==> src/rtl/present_decryptor_top.sv <==
// Iterative PRESENT-80 decryption core: expands the key to round 32 once, then 31 inverse rounds.
// Optional build macro PRESENT_DEC_ZEROIZE_EN hides data_o unless a finished plaintext is held.
module present_decryptor_top (
  input  logic        clk_i,
  input  logic        rst_ni,
  input  logic [79:0] data_i,
  input  logic        key_load,
  input  logic        data_load,
  output logic [63:0] data_o,
  output logic        ready_o,
  output logic        valid_o
);

  typedef enum logic [1:0] {StNoKey, StExpand, StIdle, StDecrypt} fsm_e;

  fsm_e        fsm_q, fsm_d;
  logic [63:0] state_q, state_d;
  logic [79:0] key_q, key_d;
  logic [79:0] k32_q, k32_d;
  logic [4:0]  rc_q, rc_d;
  logic        valid_q, valid_d;
  logic [79:0] key_up, key_dn;

  function automatic logic [3:0] sbox(input logic [3:0] x);
    logic [3:0] y;
    unique case (x)
      4'h0: y = 4'hC;  4'h1: y = 4'h5;  4'h2: y = 4'h6;  4'h3: y = 4'hB;
      4'h4: y = 4'h9;  4'h5: y = 4'h0;  4'h6: y = 4'hA;  4'h7: y = 4'hD;
      4'h8: y = 4'h3;  4'h9: y = 4'hE;  4'hA: y = 4'hF;  4'hB: y = 4'h8;
      4'hC: y = 4'h4;  4'hD: y = 4'h7;  4'hE: y = 4'h1;  4'hF: y = 4'h2;
    endcase
    return y;
  endfunction

  function automatic logic [3:0] inv_sbox(input logic [3:0] x);
    logic [3:0] y;
    unique case (x)
      4'h0: y = 4'h5;  4'h1: y = 4'hE;  4'h2: y = 4'hF;  4'h3: y = 4'h8;
      4'h4: y = 4'hC;  4'h5: y = 4'h1;  4'h6: y = 4'h2;  4'h7: y = 4'hD;
      4'h8: y = 4'hB;  4'h9: y = 4'h4;  4'hA: y = 4'h6;  4'hB: y = 4'h3;
      4'hC: y = 4'h0;  4'hD: y = 4'h7;  4'hE: y = 4'h9;  4'hF: y = 4'hA;
    endcase
    return y;
  endfunction

  function automatic logic [79:0] key_fwd(input logic [79:0] k, input logic [4:0] rc);
    logic [79:0] r;
    r = {k[18:0], k[79:19]};
    r[79:76] = sbox(r[79:76]);
    r[19:15] = r[19:15] ^ rc;
    return r;
  endfunction

  // Undo key_fwd: counter xor and S-box touch disjoint bits, then rotate right by 61.
  function automatic logic [79:0] key_inv(input logic [79:0] k, input logic [4:0] rc);
    logic [79:0] r;
    r = k;
    r[19:15] = r[19:15] ^ rc;
    r[79:76] = inv_sbox(r[79:76]);
    return {r[60:0], r[79:61]};
  endfunction

  function automatic logic [63:0] inv_round(input logic [63:0] s);
    logic [63:0] p;
    p = '0;
    for (int i = 0; i < 63; i++) begin
      p[6'(i)] = s[6'((16 * i) % 63)];
    end
    p[63] = s[63];
    for (int n = 0; n < 16; n++) begin
      p[6'(4 * n) +: 4] = inv_sbox(p[6'(4 * n) +: 4]);
    end
    return p;
  endfunction

  assign key_up = key_fwd(key_q, rc_q);
  assign key_dn = key_inv(key_q, rc_q);

  always_comb begin
    fsm_d   = fsm_q;
    state_d = state_q;
    key_d   = key_q;
    k32_d   = k32_q;
    rc_d    = rc_q;
    valid_d = valid_q;
    unique case (fsm_q)
      StNoKey, StIdle: begin
        // key_load takes priority; data_load only counts once a schedule exists.
        if (key_load) begin
          key_d   = data_i;
          rc_d    = 5'd1;
          valid_d = 1'b0;
          fsm_d   = StExpand;
        end else if (data_load && (fsm_q == StIdle)) begin
          state_d = data_i[63:0] ^ k32_q[79:16];
          key_d   = k32_q;
          rc_d    = 5'd31;
          valid_d = 1'b0;
          fsm_d   = StDecrypt;
        end
      end
      StExpand: begin
        key_d = key_up;
        rc_d  = rc_q + 5'd1;
        if (rc_q == 5'd31) begin
          k32_d = key_up;
          fsm_d = StIdle;
        end
      end
      StDecrypt: begin
        key_d   = key_dn;
        state_d = inv_round(state_q) ^ key_dn[79:16];
        rc_d    = rc_q - 5'd1;
        if (rc_q == 5'd1) begin
          valid_d = 1'b1;
          fsm_d   = StIdle;
        end
      end
      default: fsm_d = StNoKey;
    endcase
  end

  always_ff @(posedge clk_i or negedge rst_ni) begin
    if (!rst_ni) begin
      fsm_q   <= StNoKey;
      state_q <= '0;
      key_q   <= '0;
      k32_q   <= '0;
      rc_q    <= '0;
      valid_q <= 1'b0;
    end else begin
      fsm_q   <= fsm_d;
      state_q <= state_d;
      key_q   <= key_d;
      k32_q   <= k32_d;
      rc_q    <= rc_d;
      valid_q <= valid_d;
    end
  end

  assign ready_o = (fsm_q == StIdle);
  assign valid_o = valid_q;

`ifdef PRESENT_DEC_ZEROIZE_EN
  assign data_o = valid_q ? state_q : 64'h0;
`else
  assign data_o = state_q;
`endif

endmodule
==> config.mk <==
export PLATFORM = sky130hd
export DESIGN_NAME = present_decryptor_top
export DESIGN_NICKNAME = d
export VERILOG_FILES = /design/src/rtl/present_decryptor_top.sv
export SDC_FILE = /design/constraint.sdc
export NUM_CORES = 1
export LEC_CHECK = 0
export CAP_MARGIN = 5
export CELL_PAD_IN_SITES_DETAIL_PLACEMENT = 1
export CELL_PAD_IN_SITES_GLOBAL_PLACEMENT = 1
export CORE_MARGIN = 3
export CORE_UTILIZATION = 48
export CTS_BUF_LIST = sky130_fd_sc_hd__clkbuf_8 sky130_fd_sc_hd__clkbuf_16
export DETAILED_ROUTE_END_ITERATION = 10
export PLACE_DENSITY = 0.91
export SYNTH_ARGS = -nofsm -noshare
export SYNTH_HDL_FRONTEND = slang
export SYNTH_SLANG_ARGS = --single-unit
==> constraint.sdc <==
create_clock -name clk_i -period 3.4 [get_ports clk_i]
set_clock_uncertainty 0.2 [all_clocks]
set_input_delay 0.68 -clock clk_i [delete_from_list [all_inputs] [get_ports clk_i]]
set_output_delay 0.68 -clock clk_i [all_outputs]
set_load 0.05 [all_outputs]
Yosys cells after proc, flatten, opt, wreduce, memory -nomap -nowiden
Memory sizes are Yosys's and may differ from the RTL's.
Cells that the tools add are included.
{ "totals": {"out_inout_bits": 66, "reg_bits": 232, "mem_bits_ro": 640, "input_bits": 84, "elab_cells": 66, "memories": 10} }
{ "op_classes": {"bitwise_logic": 4, "addsub": 2, "mux": 26, "n_reduce_logical": 8, "n_eq_ne": 10} }
{ "memory_table": {"columns": ["memory", "depth", "word_bits", "read_ports", "rd_clocked_by_memory_dff", "wr", "line", "source"], "rows": [
  ["(no name shown)", 16, 4, 1, 0, 0, "37", "unique case (x)"],
  ["(no name shown)", 16, 4, 1, 0, 0, "37", null],
  ["(no name shown)", 16, 4, 1, 0, 0, "37", null],
  ["(no name shown)", 16, 4, 1, 0, 0, "37", null],
  ["(no name shown)", 16, 4, 1, 0, 0, "37", null],
  ["(no name shown)", 16, 4, 1, 0, 0, "37", null],
  ["+4 memories", null, null, null, null, null, null, null]
]} }
{ "ops": {"columns": ["op", "count"], "rows": [
  ["$pmux 80 s3", 1],
  ["$mux 80", 2],
  ["$mux 64", 2],
  ["$pmux 64 s2", 1],
  ["$xor 64x64->64", 2],
  ["$mux 4", 8],
  ["$pmux 5 s3", 1],
  ["$mux 5", 2],
  ["$xor 5x5->5", 2],
  ["$reduce_and 3->1", 3],
  ["$mux 2", 4],
  ["$ne 2x2->1 const B", 4],
  ["$pmux 2 s3", 1],
  ["$add 5x1->5 const B", 1],
  ["$eq 5x1->1 const B", 1],
  ["$eq 5x5->1 const B", 1],
  ["$sub 5x1->5 const B", 1],
  ["$eq 2x2->1 const B", 2],
  ["$mux 1", 3],
  ["$ne 3x3->1 const B", 1],
  ["$eq 2x1->1 const B", 1],
  ["$logic_not 2->1", 1],
  ["$pmux 1 s2", 1],
  ["$reduce_and 2->1", 1],
  ["3 further kinds", 3]
]} }

Longest topological paths before layout
{ "depth": {"ltp_word": 5, "depth_mapped": 7, "depth_no_buf": 6} }

Least setup slack after synthesis
No wires, ideal clock.
{ "synth_path": {"kind": "reg2out", "start": "reg fsm_q[0]", "end": "out ready_o", "required_ps": 2520, "slack_ps": 962, "path_stages_with_launch": 5, "arrival_time_ps": 1558, "n_path_buf": 3, "cell_sequence": "dfrtp_1 -> buf_2 -> buf_2 -> buf_2 -> nor2_1"} }
{ "synth_between": {"elab_chain_len": 1} }
{ "synth_rtl": {"columns": ["item", "line", "source"], "rows": [
  ["from (decl)", "16", "fsm_e fsm_q, fsm_d;"],
  ["from (signal assigned)", "125", "fsm_q <= StNoKey;"],
  ["from (signal assigned)", "132", "fsm_q <= fsm_d;"],
  ["$eq 2x2->1", "141", "assign ready_o = (fsm_q == StIdle);"],
  ["to (decl)", "10", "output logic ready_o,"]
]} }
Every way passes these cells.

Worst setup path in the final report
{ "layout_path": {"start": "reg state_q[19], in the netlist data_o[19]", "end": "out data_o[19]"} }
{ "layout_rtl": {"columns": ["item", "line", "source"], "rows": [
  ["from (decl)", "17", "logic [63:0] state_q, state_d;"],
  ["from (signal assigned)", "133", "state_q <= state_d;"],
  ["to (decl)", "9", "output logic [63:0] data_o,"]
]} }
No word-level cell between the ends.

==> metrics.csv <==
metric,value,unit
CTS tree,built,
drt total wl,51100,um
Final setup viols,0,
Die ar.,30000,sq um
yosys warns,0,
maxcap violations,0,
drt pass-1 iters,5,
Post-synth EDFFs,0,
Worst setup SP type,flip-flop,
# clock sinks,232,
Async SR Flop Fraction,100,%
setup TNS,0,ps
Cell Pwr Density,1090,nW/um^2
Cells after Synth,1395,
syn nets,1522,
Crit Path Class,flip-flop to output pin,
switch share,49.3,%
Crit Reg-Reg Endpoint,data_o[59]$_DFFE_PN0P_,
Worst-path clk slew,70,ps
hpwl dp,33900,um
Hold EP,data_o[14]$_DFFE_PN0P_,
largest net degree at the start of global routing,85,
CP max stage delay,930,ps
DP Worst Slack,630,ps
CTS Buffer Depth,3,
total grt overflow,0,
top_reg_cell synth,dfrtp_1,
"Slew Viols, Final",0,
TritonCTS buffer count,27,
DR WL/cell,27.1,um
R2R depth,5,
Die Ht,173,um
hold_sp,data_o[14]$_DFFE_PN0P_,
GPL Wtd Cong,0.893,
CP Cell Sequence,clkdlybuf4s50_1,
Flop pwr share,30.9,%
sequential area share after synthesis,43.2,%
cell type with the largest total area after synthesis,dfrtp_1,
initial DRC count,1274,
Slew headroom,37.1,%
gr usage total,33.7,%
drt drc,0,
worst-margin pin slew,943,ps
crit path buf inv count,1,
Crit path arrival time,2030,ps
min Tclk post-route,2910,ps
worst setup margin,491,ps
setup bufs post-CTS,0,
# rows,60,
Clk network pwr share,16.5,%
Netlist cell types,53,
Post-Syn Area,13400,sq um
CP Capture Type,output pin,
most frequent cell after synthesis,dfrtp_1,
Top delay family on crit path,buffers and inverters,
Crit-path slowest cell,clkdlybuf4s50_1,
Synth Area per Inst,9.64,sq um
global-route wire length before repair,78900,um
logic gate share of total power,52.5,%
Max Freq,344,MHz
Post-synth top cells,"dfrtp_1, nand2_1, nor2_1",
root buf cell,clkbuf_16,
reg-to-reg startpoint,fsm_q[0]$_DFFE_PN0P_,
Lkg Pwr,7.32,nW
vias in the first global route,12700,
post_cts resized,0,
Peak supply drop,0.522,mV
Die X-Extent,173,um
Ports,150,
Nets,1620,
CP max FO,5,
RSZ-0062 raised after global routing,no,
hold depth,2,
share of layout cells above drive strength 1,9.78,%
"flops & latches, synth",232,
Port Buf Inserts,149,
core area,27300,sq um
area grow syn2layout,19.7,%
initial antenna violation count,1,
Worst-Skew Late Latency,550,ps
Yosys top cell area share,43.2,%
top post-synthesis cells by area,"dfrtp_1, mux2i_1, mux2_1",
Post-CTS Hold Fix Bufs,1,
Fillers,2977,
vias per cell,6.25,
outcome,"complete, no violations",
crit share post-route,85.5,%
Final Hold Vio Count,0,
worst min-delay path class,flip-flop to flip-flop,
data required time of the worst path,2520,ps
internal power,0.00893,W
R2R Setup Slk,760,ps
Initial Utilization,49.3,%
H-tree Lvls,1,
Sw Pwr,0.00869,W
via count,11800,
"antenna viol nets, final",0,
[tightest hold or removal path, delay by kind of cell, from the launching register on]
kind | cells | cell delay, ps
DFF | 1 | 340
AOI/OAI and AO/OA | 1 | 60
and+or+nand+nor | 1 | 50
[cells by family (layout without fill, tap and decap cells)]
| logic type | Yosys count | after routing | share of synthesized area (%) |
|---|---|---|---|
| compound gates | 337 | 337 | 13.5 |
| simple gates | 323 | 323 | 9.59 |
| other cells | 0 | 2 | 0 |
| mux | 219 | 219 | 17.9 |
| buf+inv | 132 | 251 | 4.63 |
| flops | 232 | 232 | 43.2 |
| xor+xnor | 109 | 109 | 7.10 |
| fa+ha+maj | 43 | 43 | 4.00 |
[worst max-delay path by stage]
stage / depth (start not counted) / from / end
after global placement: 5 / data_load / data_o[17]$_DFFE_PN0P_
after floorplan: 4 / fsm_q[0]$_DFFE_PN0P_ / ready_o
after detailed placement: 5 / data_load / data_o[19]$_DFFE_PN0P_
after global routing: 1 / data_o[19]$_DFFE_PN0P_ / data_o[19]
after CTS: 1 / data_o[19]$_DFFE_PN0P_ / data_o[19]
final: 1 / data_o[19]$_DFFE_PN0P_ / data_o[19]
[power groups by stage]
| stage | clock network, W | logic, W | registers (W) |
|---|---|---|---|
| 2_1_floorplan | 0 | 0.00510 | 0.00587 |
| 3_3_place_gp | 0 | 0.00820 | 0.00525 |
| 3_5_place_dp | 0 | 0.00879 | 0.00537 |
| 4_1_cts | 0.00293 | 0.00914 | 0.00538 |
| 5_1_grt | 0.00307 | 0.00990 | 0.00553 |
| 6_report | 0.00291 | 0.00925 | 0.00545 |
[sequential cells by signal, summed over array words and instances, names as in the netlist]
| signal | cells |
|---|---|
| data_o | 64 |
| valid_o | 1 |
| rc_q | 5 |
| key_q | 80 |
| k32_q | 80 |
| fsm_q | 2 |
[routing by layer]
| layer | vias to the layer above | routed length (um) | track usage [%] |
|---|---|---|---|
| li1 | 4969 | - | - |
| met1 | 5984 | 19800 | 43.3 |
| met2 | 665 | 23800 | 53.6 |
| met3 | 187 | 4340 | 6.59 |
| met4 | 2 | 3100 | 18.3 |
| met5 | - | 13 | 0 |
[layout make-up]
cell class,count,area (sq um),area share [%]
multi-input cells,1031,7040,43.7
diodes,2,5.00,0.0311
repair buffers,169,1770,11.0
clock inverters,13,71.3,0.443
well taps,372,465,2.89
flip-flops and latches,232,5810,36.1
clock buffers,37,813,5.05
inverters,32,120,0.746
[metrics by stage]
stage                     hold slack, ps  std cells  util (%)  power, W  cell area (sq um)
after floorplan                      184       1395         -    0.0110              13400
after global placement               265       1835      55.8    0.0134              15200
after detailed placement             278       1835      55.8    0.0142              15200
after CTS                            291       1886      59.0    0.0174              16100
after global routing                 320       1886      59.0    0.0185              16100
final                                284       1888      59.1    0.0176              16100
[cell usage in the layout (no fill, tap or decap), types with 43 or more instances in the layout]
master	instances
dfrtp_1	230
nand2_1	152
a21oi_1	137
xnor2_1	64
o21ai_1	106
mux2i_1	79
mux2_1	70
xor2_1	45
mux2_2	66
nor2_1	142
clkdlybuf4s50_1	146
o21ai_0	50
ha_1	43
Note: power is estimated with default switching activity, not from simulation.
